$ cat src/rtl/fft_pkg.sv
// Shared constants, sample type and index helpers for the 32-point FFT pipeline.
// Imported by the reorder buffer, its interface and the stimulus generators.
package fft_pkg;

  localparam int unsigned FFT_N      = 32;
  localparam int unsigned FFT_LOG2N  = 5;
  localparam int unsigned FFT_DATA_W = 22;

  typedef struct packed {
    logic signed [FFT_DATA_W-1:0] re;
    logic signed [FFT_DATA_W-1:0] im;
  } cplx_t;

  // b4b3b2b1b0 -> b0b1b2b3b4
  function automatic logic [4:0] bitrev5(input logic [4:0] x);
    logic [4:0] r;
    for (int i = 0; i < 5; i++) begin
      r[i] = x[4-i];
    end
    return r;
  endfunction

endpackage

$ cat src/rtl/fft_reorder_32_if.sv
// Sample stream bundle between the last FFT butterfly and the reorder buffer output.
// master drives bit-reversed samples and consumes the natural-order burst; slave is the buffer.
interface fft_reorder_32_if
  import fft_pkg::*;
#(
  parameter int unsigned DATA_W = FFT_DATA_W,
  parameter int unsigned LOG2_N = FFT_LOG2N
);

  logic                     in_valid;
  logic signed [DATA_W-1:0] in_real;
  logic signed [DATA_W-1:0] in_imag;
  logic                     out_valid;
  logic signed [DATA_W-1:0] out_real;
  logic signed [DATA_W-1:0] out_imag;
  logic [LOG2_N-1:0]        out_index;
  logic                     out_last;

  modport master (
    output in_valid,
    output in_real,
    output in_imag,
    input  out_valid,
    input  out_real,
    input  out_imag,
    input  out_index,
    input  out_last
  );

  modport slave (
    input  in_valid,
    input  in_real,
    input  in_imag,
    output out_valid,
    output out_real,
    output out_imag,
    output out_index,
    output out_last
  );

endinterface

$ cat src/rtl/fft_reorder_ram.sv
// One ping-pong bank: synchronous write port, registered read port.
// The read register loads zero when not enabled so idle banks contribute nothing downstream.
module fft_reorder_ram
  import fft_pkg::*;
#(
  parameter int unsigned WIDTH = 2 * FFT_DATA_W,
  parameter int unsigned DEPTH = FFT_N
) (
  input  logic                     clk,
  input  logic                     rst_n,
  input  logic                     wr_en,
  input  logic [$clog2(DEPTH)-1:0] wr_addr,
  input  logic [WIDTH-1:0]         wr_data,
  input  logic                     rd_en,
  input  logic [$clog2(DEPTH)-1:0] rd_addr,
  output logic [WIDTH-1:0]         rd_data
);

  logic [WIDTH-1:0] mem [DEPTH];
  logic [WIDTH-1:0] rd_data_q;

  // Storage array has no reset; contents survive rst_n.
  always_ff @(posedge clk) begin
    if (wr_en) begin
      mem[wr_addr] <= wr_data;
    end
  end

  always_ff @(posedge clk or negedge rst_n) begin
    if (!rst_n) begin
      rd_data_q <= '0;
    end else if (rd_en) begin
      rd_data_q <= mem[rd_addr];
    end else begin
      rd_data_q <= '0;
    end
  end

  assign rd_data = rd_data_q;

endmodule

$ cat src/rtl/fft_reorder_32.sv
// Bit-reversed to natural-order reorder buffer: two 32-entry banks in ping-pong,
// bit-reversed write addressing and a read FSM replaying each full bank as a gapless burst.
module fft_reorder_32
  import fft_pkg::*;
#(
  parameter int unsigned DATA_W = FFT_DATA_W,
  parameter int unsigned LOG2_N = FFT_LOG2N
) (
  input  logic           clk,
  input  logic           rst_n,
  fft_reorder_32_if.slave bus
);

  localparam logic StIdle = 1'b0;
  localparam logic StRead = 1'b1;

  localparam logic [LOG2_N-1:0] LastIdx = '1;

  logic              state_q, state_d;
  logic [LOG2_N-1:0] wr_cnt_q;
  logic              wr_bank_q;
  logic [LOG2_N-1:0] rd_cnt_q, rd_cnt_d;
  logic              rd_bank_q, rd_bank_d;
  logic [1:0]        full_q, full_d;
  logic [1:0]        set_vec;
  logic [1:0]        avail;
  logic              wr_done;
  logic              rd_en;
  logic              rd_bank_n;

  logic              out_valid_q;
  logic [LOG2_N-1:0] out_index_q;
  logic              out_last_q;

  logic [2*DATA_W-1:0] wr_data;
  logic [2*DATA_W-1:0] rd_data0, rd_data1, rd_data;

  // ---------------------------------------------------------------- write side
  assign wr_done = bus.in_valid && (wr_cnt_q == LastIdx);
  assign set_vec = wr_done ? (2'b01 << wr_bank_q) : 2'b00;
  assign wr_data = {bus.in_real, bus.in_imag};

  always_ff @(posedge clk or negedge rst_n) begin
    if (!rst_n) begin
      wr_cnt_q  <= '0;
      wr_bank_q <= 1'b0;
    end else if (bus.in_valid) begin
      wr_cnt_q <= wr_cnt_q + 1'b1;
      if (wr_done) begin
        wr_bank_q <= ~wr_bank_q;
      end
    end
  end

  // ---------------------------------------------------------------- read FSM
  // A bank completing this very cycle counts as full, for both start and continuation.
  assign avail     = full_q | set_vec;
  assign rd_en     = (state_q == StRead);
  assign rd_bank_n = ~rd_bank_q;

  always_comb begin
    state_d   = state_q;
    rd_cnt_d  = rd_cnt_q;
    rd_bank_d = rd_bank_q;
    full_d    = full_q | set_vec;
    unique case (state_q)
      StIdle: begin
        // Banks fill and drain strictly alternately, so rd_bank_q already names the oldest.
        if (avail[rd_bank_q]) begin
          state_d  = StRead;
          rd_cnt_d = '0;
        end
      end
      StRead: begin
        rd_cnt_d = rd_cnt_q + 1'b1;
        if (rd_cnt_q == LastIdx) begin
          full_d[rd_bank_q] = 1'b0;
          rd_bank_d         = rd_bank_n;
          if (!avail[rd_bank_n]) begin
            state_d = StIdle;
          end
        end
      end
      default: state_d = StIdle;
    endcase
  end

  always_ff @(posedge clk or negedge rst_n) begin
    if (!rst_n) begin
      state_q   <= StIdle;
      rd_cnt_q  <= '0;
      rd_bank_q <= 1'b0;
      full_q    <= 2'b00;
    end else begin
      state_q   <= state_d;
      rd_cnt_q  <= rd_cnt_d;
      rd_bank_q <= rd_bank_d;
      full_q    <= full_d;
    end
  end

  // ---------------------------------------------------------------- output side
  always_ff @(posedge clk or negedge rst_n) begin
    if (!rst_n) begin
      out_valid_q <= 1'b0;
      out_index_q <= '0;
      out_last_q  <= 1'b0;
    end else begin
      out_valid_q <= rd_en;
      out_index_q <= rd_en ? rd_cnt_q : '0;
      out_last_q  <= rd_en && (rd_cnt_q == LastIdx);
    end
  end

  fft_reorder_ram #(
    .WIDTH (2 * DATA_W),
    .DEPTH (FFT_N)
  ) u_ram0 (
    .clk     (clk),
    .rst_n   (rst_n),
    .wr_en   (bus.in_valid && !wr_bank_q),
    .wr_addr (bitrev5(wr_cnt_q)),
    .wr_data (wr_data),
    .rd_en   (rd_en && !rd_bank_q),
    .rd_addr (rd_cnt_q),
    .rd_data (rd_data0)
  );

  fft_reorder_ram #(
    .WIDTH (2 * DATA_W),
    .DEPTH (FFT_N)
  ) u_ram1 (
    .clk     (clk),
    .rst_n   (rst_n),
    .wr_en   (bus.in_valid && wr_bank_q),
    .wr_addr (bitrev5(wr_cnt_q)),
    .wr_data (wr_data),
    .rd_en   (rd_en && rd_bank_q),
    .rd_addr (rd_cnt_q),
    .rd_data (rd_data1)
  );

  // Unselected bank registers hold zero, so an OR of the two is the selected word (or zero).
  assign rd_data = rd_data0 | rd_data1;

  assign bus.out_valid = out_valid_q;
  assign bus.out_real  = rd_data[2*DATA_W-1:DATA_W];
  assign bus.out_imag  = rd_data[DATA_W-1:0];
  assign bus.out_index = out_index_q;
  assign bus.out_last  = out_last_q;

  // Filling a bank takes at least as long as draining the other one.
  assert property (@(posedge clk) disable iff (!rst_n) !(bus.in_valid && full_q[wr_bank_q]));

endmodule
$ cat src/flat_wrapper.sv
// flat-port wrapper written by rule: the top's interface ports become plain ports
module fft_reorder_32_flat import fft_pkg::*;
#(
  parameter int unsigned DATA_W = FFT_DATA_W,
  parameter int unsigned LOG2_N = FFT_LOG2N
)
  (clk, rst_n, bus_in_valid, bus_in_real, bus_in_imag, bus_out_valid, bus_out_real, bus_out_imag, bus_out_index, bus_out_last);
  fft_reorder_32_if #(.DATA_W(DATA_W), .LOG2_N(LOG2_N)) bus_i ();
  input  logic clk;
  input  logic rst_n;
  input wire logic [$bits(bus_i.in_valid)-1:0] bus_in_valid;
  input wire logic [$bits(bus_i.in_real)-1:0] bus_in_real;
  input wire logic [$bits(bus_i.in_imag)-1:0] bus_in_imag;
  output wire logic [$bits(bus_i.out_valid)-1:0] bus_out_valid;
  output wire logic [$bits(bus_i.out_real)-1:0] bus_out_real;
  output wire logic [$bits(bus_i.out_imag)-1:0] bus_out_imag;
  output wire logic [$bits(bus_i.out_index)-1:0] bus_out_index;
  output wire logic [$bits(bus_i.out_last)-1:0] bus_out_last;
  assign bus_i.in_valid = bus_in_valid;
  assign bus_i.in_real = bus_in_real;
  assign bus_i.in_imag = bus_in_imag;
  assign bus_out_valid = bus_i.out_valid;
  assign bus_out_real = bus_i.out_real;
  assign bus_out_imag = bus_i.out_imag;
  assign bus_out_index = bus_i.out_index;
  assign bus_out_last = bus_i.out_last;
  fft_reorder_32 #(.DATA_W(DATA_W), .LOG2_N(LOG2_N)) u_core (.clk(clk), .rst_n(rst_n), .bus(bus_i));
endmodule
$ cat config.mk
export PLATFORM = sky130hd
export DESIGN_NAME = fft_reorder_32_flat
export DESIGN_NICKNAME = d
export VERILOG_FILES = /design/src/rtl/fft_pkg.sv /design/src/rtl/fft_reorder_32_if.sv /design/src/rtl/fft_reorder_ram.sv /design/src/rtl/fft_reorder_32.sv /design/src/flat_wrapper.sv
export SDC_FILE = /design/constraint.sdc
export NUM_CORES = 2
export LEC_CHECK = 0
export CELL_PAD_IN_SITES_DETAIL_PLACEMENT = 0
export CELL_PAD_IN_SITES_GLOBAL_PLACEMENT = 1
export CORE_MARGIN = 3
export CORE_UTILIZATION = 40
export CTS_BUF_LIST = sky130_fd_sc_hd__clkbuf_4
export CTS_CLUSTER_SIZE = 24
export DETAILED_ROUTE_END_ITERATION = 12
export GPL_TIMING_DRIVEN = 1
export HOLD_SLACK_MARGIN = 0.15
export PLACE_DENSITY_LB_ADDON = 0.3
export SETUP_SLACK_MARGIN = 0.2
export SYNTH_ARGS = -nofsm -noshare
export SYNTH_HDL_FRONTEND = slang
export SYNTH_HIERARCHICAL = 1
export SYNTH_SLANG_ARGS = --single-unit
$ cat constraint.sdc
create_clock -name clk -period 4.14 [get_ports clk]
set_clock_uncertainty 0.2 [all_clocks]
set_input_delay 0.414 -clock clk [delete_from_list [all_inputs] [get_ports clk]]
set_output_delay 0.414 -clock clk [all_outputs]
set_load 0.02 [all_outputs]
# Word level (Yosys, flattened, before mapping)
# Memories as Yosys holds them, arrays and structs flattened.
# Index checks and enable logic that the tools add are counted.
dict set report totals {
  ram_bits 2816
  mem_count 2
  register_bits 110
  out_inout_bits 51
  inputBits 47
}
# memory depth width read_ports rd_ports_with_merged_regs wr line_no
set memory_table {}
lappend memory_table {u_core.u_ram0.mem 32 44 1 0 1 fft_reorder_ram.sv:19} ;# logic [WIDTH-1:0] mem [DEPTH];
lappend memory_table {u_core.u_ram1.mem 32 44 1 0 1 fft_reorder_ram.sv:19}
dict set report op_classes {
  n_eq_ne 3
  mux 22
  shifts 1
  bitwise_logic 7
  n_addsub 2
  magnitude_cmp 3
  n_reduce_logical 11
}
# operator n
set op_table {}
lappend op_table {{44-bit two-way mux} 2}
lappend op_table {{44-bit OR} 1}
lappend op_table {{1-bit two-way mux} 12}
lappend op_table {{5-bit by 1-bit adder with 5-bit output, second input constant} 2}
lappend op_table {{5-bit == test, second input constant} 2}
lappend op_table {{5-bit two-way mux} 2}
lappend op_table {{5-bit one-hot mux with 2 select lines} 1}
lappend op_table {{1-bit logical AND} 7}
lappend op_table {{2-bit two-way mux} 3}
lappend op_table {{1-bit by 2-bit < comparator with 1-bit output, second input constant} 2}
lappend op_table {{2-bit AND reduction} 2}
lappend op_table {{1-bit inverter} 3}
lappend op_table {{2-bit bitwise AND} 1}
lappend op_table {{1-bit logical NOT} 2}
lappend op_table {{2-bit by 1-bit inequality test with 1-bit output, second input constant} 1}
lappend op_table {{2-bit inverter} 1}
lappend op_table {{2-bit OR} 1}
lappend op_table {{1-bit one-hot mux with 2 select lines} 1}
lappend op_table {{1-bit by 1-bit left shift with 2-bit output, first input constant} 1}
lappend op_table {{1-bit demux with 1-bit select} 1}
lappend op_table {{1-bit greater-or-equal comparator, second input constant} 1}

# Longest topological paths before layout
dict set report logic_depth {
  word_depth 9
  depth_mapped 9
}

# Modules after synthesis
# The synthesis kept the hierarchy.
# module area_each_um2 cells_each instances
set modules_own_cells {}
lappend modules_own_cells {fft_reorder_ram 54856.4 2360 2}
lappend modules_own_cells {fft_reorder_32 1256.2 125 1}

# Least setup slack after synthesis
# OpenSTA, ideal clock, no wires.
dict set report synth_path {
  path_type {input to register}
  startpoint {in bus_in_valid}
  endpoint {mem u_core/u_ram0/mem[28][0] in the netlist's numbering (enable)}
  arrival_ps 3310
  path_slack_ps 184
  path_buffers 2
  stages 5
  t_required_ps 3494
  path_cell_list {buf_4 -> nor2b_1 -> or3b_2 -> clkbuf_1 -> nor2_1}
}
dict set report synth_via {
  elab_chain_cells 3
}
# item line_no
set synth_lines {}
lappend synth_lines {{start: declaration} flat_wrapper.sv:11} ;# input wire logic [$bits(bus_i.in_valid)-1:0] bus_in_valid;
lappend synth_lines {{1-bit logical AND} fft_reorder_32.sv:121} ;# .wr_en (bus.in_valid && !wr_bank_q),
lappend synth_lines {{1-bit two-way mux} fft_reorder_ram.sv:24} ;# if (wr_en) begin
lappend synth_lines {{1-bit two-way mux (not written as such)} fft_reorder_ram.sv:25} ;# mem[wr_addr] <= wr_data;
lappend synth_lines {{end: declaration} fft_reorder_ram.sv:19}
# Every way passes these cells.

# Worst setup path in the final report
dict set report layout_path {
  startpoint {reg u_core.u_ram1.rd_data_q[16] (netlist: u_core/u_ram1/rd_data[16])}
  endpoint {out bus_out_imag[16]}
}
dict set report layout_via {
  elab_chain_cells 1
}
# item line_no
set layout_lines {}
lappend layout_lines {{start: declaration} fft_reorder_ram.sv:20} ;# logic [WIDTH-1:0] rd_data_q;
lappend layout_lines {{start signal: assignment} fft_reorder_ram.sv:33} ;# rd_data_q <= mem[rd_addr];
lappend layout_lines {{44-bit OR} fft_reorder_32.sv:144} ;# assign rd_data = rd_data0 | rd_data1;
lappend layout_lines {{end: declaration} flat_wrapper.sv:16} ;# output wire logic [$bits(bus_i.out_imag)-1:0] bus_out_imag;
# Every way passes these cells.

==> flow_summary.toml <==
[worst_setup_path]
cp.required_ns = 3.53
worstPathCellList = "or2_2 -> clkdlybuf4s50_1"
slowest_stage = "clkdlybuf4s50_1"
end_kind = "primary output"
startpoint = "u_core/u_ram1/rd_data[16]"
start_kind = "flip-flop"
reg2reg_to = "u_core/u_ram0/rd_data[0]"
r2r.worst_path.cells = 5
crit_end = "bus_out_imag[16]"
timing.rr.start = "u_core/rd_cnt_q[2]"
max_stage_delay_ns = 0.57
crit_type = "reg2out"
worstPathArrival_ns = 2.88
critical_path.max_fanout = 1
ff2ff_setup_slack_ns = 0.96

[floorplan]
floorplan.initialDensity_pct = 40.4
fp-row-count = 192
dieArea_sq_um = 284000
core_area_sq_um = 275000
die_x_um = 533
die_h_um = 533
ios = 98

[placement]
portBuffers = 97
dp_hpwl_mm = 171
gp_congestion = 0.796

[global_routing]
grt_max_degree = 89
gr-total-overflow = 0
use_met3_pct = 3.90
grt_pass1_wl_mm = 439
grt_pass1_vias = 58500
gr-max-usage-layer = "met2"
gr-usage-met2_pct = 35.2
track_usage_pct = 21.8
grt_antenna_before_repair = 42
grtUsageMet1_pct = 30.2

[clocking]
clk_pin_slew_ns = 0.07
htree_levels = 6
cts-root-buf = "clkbuf_4"
tritoncts = "built"
worstSkewPairLatency_ns = 1.34
postCtsSetupBuffers = 0
numCtsBuffers = 713
clock_sinks = 2926
clk_path_buf_depth = 4

[drt]
wire_per_inst_um = 31.0
vias_per_cell = 5.63
vias = 56900
firstDrtPassIters = 6
drt.antenna.violating_nets = 0
drc_errors = 0
drt_wl_total_mm = 313
dr.first_iter.drc_count = 6126

[synthesis]
synth_compound_area_share_pct = 2.87
yosysMostFrequentCell = "edfxtp_1"
synth_common_cells = "edfxtp_1, mux4_2, mux2_2, mux2i_1, dfrtp_1"
synthFlopType = "edfxtp_1"
ys_async_sr_fraction_pct = 3.76
yosysTopAreaCellShare_pct = 76.2
yosys-mux-area-fraction_pct = 15.9
synth_top_family_by_area = "multiplexers"
yosys.area_share.simple_pct = 1.01
synth_top_cell_by_area = "edfxtp_1"
netlist_area_sq_um = 111000
netlist-cell-type-count = 41
synth.avg_cell_area_sq_um = 22.9
seq_area_frac_synth_pct = 78.7
synth_nets = 4896
synth-edff-count = 2816
ys_warn_count = 6
synthCells = 4845
synth_xor_xnor_area_share_pct = 0.0474
synth_seq_cells = 2926
synth_fa_ha_area_share_pct = 0.0451
yosys-top-cells-area = "edfxtp_1, mux4_2, dfrtp_1, mux2_2, mux2i_1"

[finish]
area_growth_pct = 17.3
layout.nets = 5910
drive_gt1_share_pct = 38.9
seqCellArea_sq_um = 87300
final_util_pct = 47.4
nFillCells = 23100
multiInputGateArea_sq_um = 22600

[sta]
worst_pin_slew_ns = 1.22
relSlewSlack_pct = 18.5
finalCriticalPeriod_ns = 3.49
finalCritPeriodShare_pct = 84.3
setup_viol = 0
grt_setup_unrepaired = "false"
final_max_slew_viol_count = 0
fmaxAchievable_mhz = 286
hold_viol = 0
tns_ns = 0

[job]
drv_cap = 0

[power]
vdd_drop_max_mv = 0.273
powerDensity_nw_per_um2 = 564
p_leak_nw = 41.1

[run_status]
status = "complete, no violations"

[min_path]
hp-class = "in2reg"
min_path_cells = 2
==> worst max-delay path: cells and delay by family, from the launching register on <==
family	cells	cell delay, ns
buf+inv	1	0.57
flops	1	0.53
simple gates	1	0.44
==> stage by stage <==
step / hold slack [ns] / instances / worst slack, ns / total power [mW] / cell area [sq um]
after detailed placement: 0.359 / 8697 / 0.501 / 50.2 / 119000
after global routing: 0.195 / 10100 / 0.454 / 76.6 / 130000
final: 0.313 / 10100 / 0.648 / 73.5 / 130000
after floorplan: -0.0816 / 4845 / 0.184 / 44.3 / 111000
after CTS: 0.153 / 10100 / 0.435 / 74.4 / 130000
after global placement: 0.340 / 8697 / 0.533 / 50.1 / 119000
==> registers in the layout, summed over array words and instances (netlist names) <==
name	count
u_core/u_ram0/rd_data	44
u_core/rd_cnt_q	5
u_core/bus.out_last	1
u_core/wr_bank_q	1
u_core/bus.out_index	5
u_core/bus.out_valid	1
u_core/full_q	2
u_core/rd_bank_q	1
u_core/u_ram1/mem	1408
u_core/u_ram0/mem	1408
u_core/wr_cnt_q	5
u_core/rd_en	1
u_core/u_ram1/rd_data	44
==> what timing repair did <==
action / 4_1_cts / 5_1_grt
resized for setup: 0 / 0
setup endpoints to repair: 0 / 0
endpoints found under the hold margin: 2933 / 0
hold buffers: 133 / 0
==> cells in the final DEF (no fill, tap or decap), types with 70 or more instances in the layout <==
cell type	netlist	routed
a22oi_1	90	90
a31oi_1	88	88
buf_12	0	144
buf_4	37	238
clkbuf_4	0	1078
clkinv_1	0	125
dfrtp_1	110	105
dlygate4sd3_1	0	99
edfxtp_1	2816	2816
mux2_2	178	178
mux2i_1	176	176
mux4_2	616	616
o21ai_1	70	70
o221ai_1	88	88
==> power by group <==
| group | internal (mW) | switching (mW) | leakage [nW] |
|---|---|---|---|
| Combinational | 6.96 | 8.22 | 8.87 |
| Clock | 12.6 | 11.3 | 5.45 |
| Sequential | 33.6 | 0.746 | 26.8 |
| Total | 53.2 | 20.3 | 41.1 |
==> area by class of cell <==
cell class                 instances  share of cell area [%]
antenna                           24                  0.0461
tap                             3686                    3.54
timing repair buffer             580                    4.97
sequential                      2926                    67.1
clock inverter                   173                   0.791
inverter                           5                  0.0183
multi-input combinational       1633                    17.3
clock buffer                    1078                    6.22
==> kinds of logic (layout without fill, tap and decap cells) <==
| logic type | Yosys count | count (layout) |
|---|---|---|
| other | 0 | 24 |
| adders and majority gates | 4 | 4 |
| DFF | 2926 | 2926 |
| and+or+nand+nor | 224 | 224 |
| xor gates and xnor gates | 6 | 6 |
| AOI/OAI and AO/OA | 429 | 429 |
| muxes | 970 | 970 |
| buffers and inverters | 286 | 1836 |
==> worst min-delay path by stage <==
stage	from	end
CTS	bus_in_imag[7]	u_core/u_ram1/mem[4][7]
global placement	u_core/full_q[0]	u_core/full_q[0]
floorplan	rst_n	u_core/bus.out_index[0]
finish	bus_in_imag[4]	u_core/u_ram0/mem[24][4]
detailed placement	u_core/full_q[0]	u_core/full_q[0]
global route	bus_in_imag[4]	u_core/u_ram0/mem[8][4]
==> layer usage <==
layer | routed length [um] | vias up
li1 | - | 23300
met2 | 153000 | 2543
met4 | 9380 | 16
met5 | 117 | -
met1 | 127000 | 30600
met3 | 23300 | 420
(Power assumes the default switching activity.)
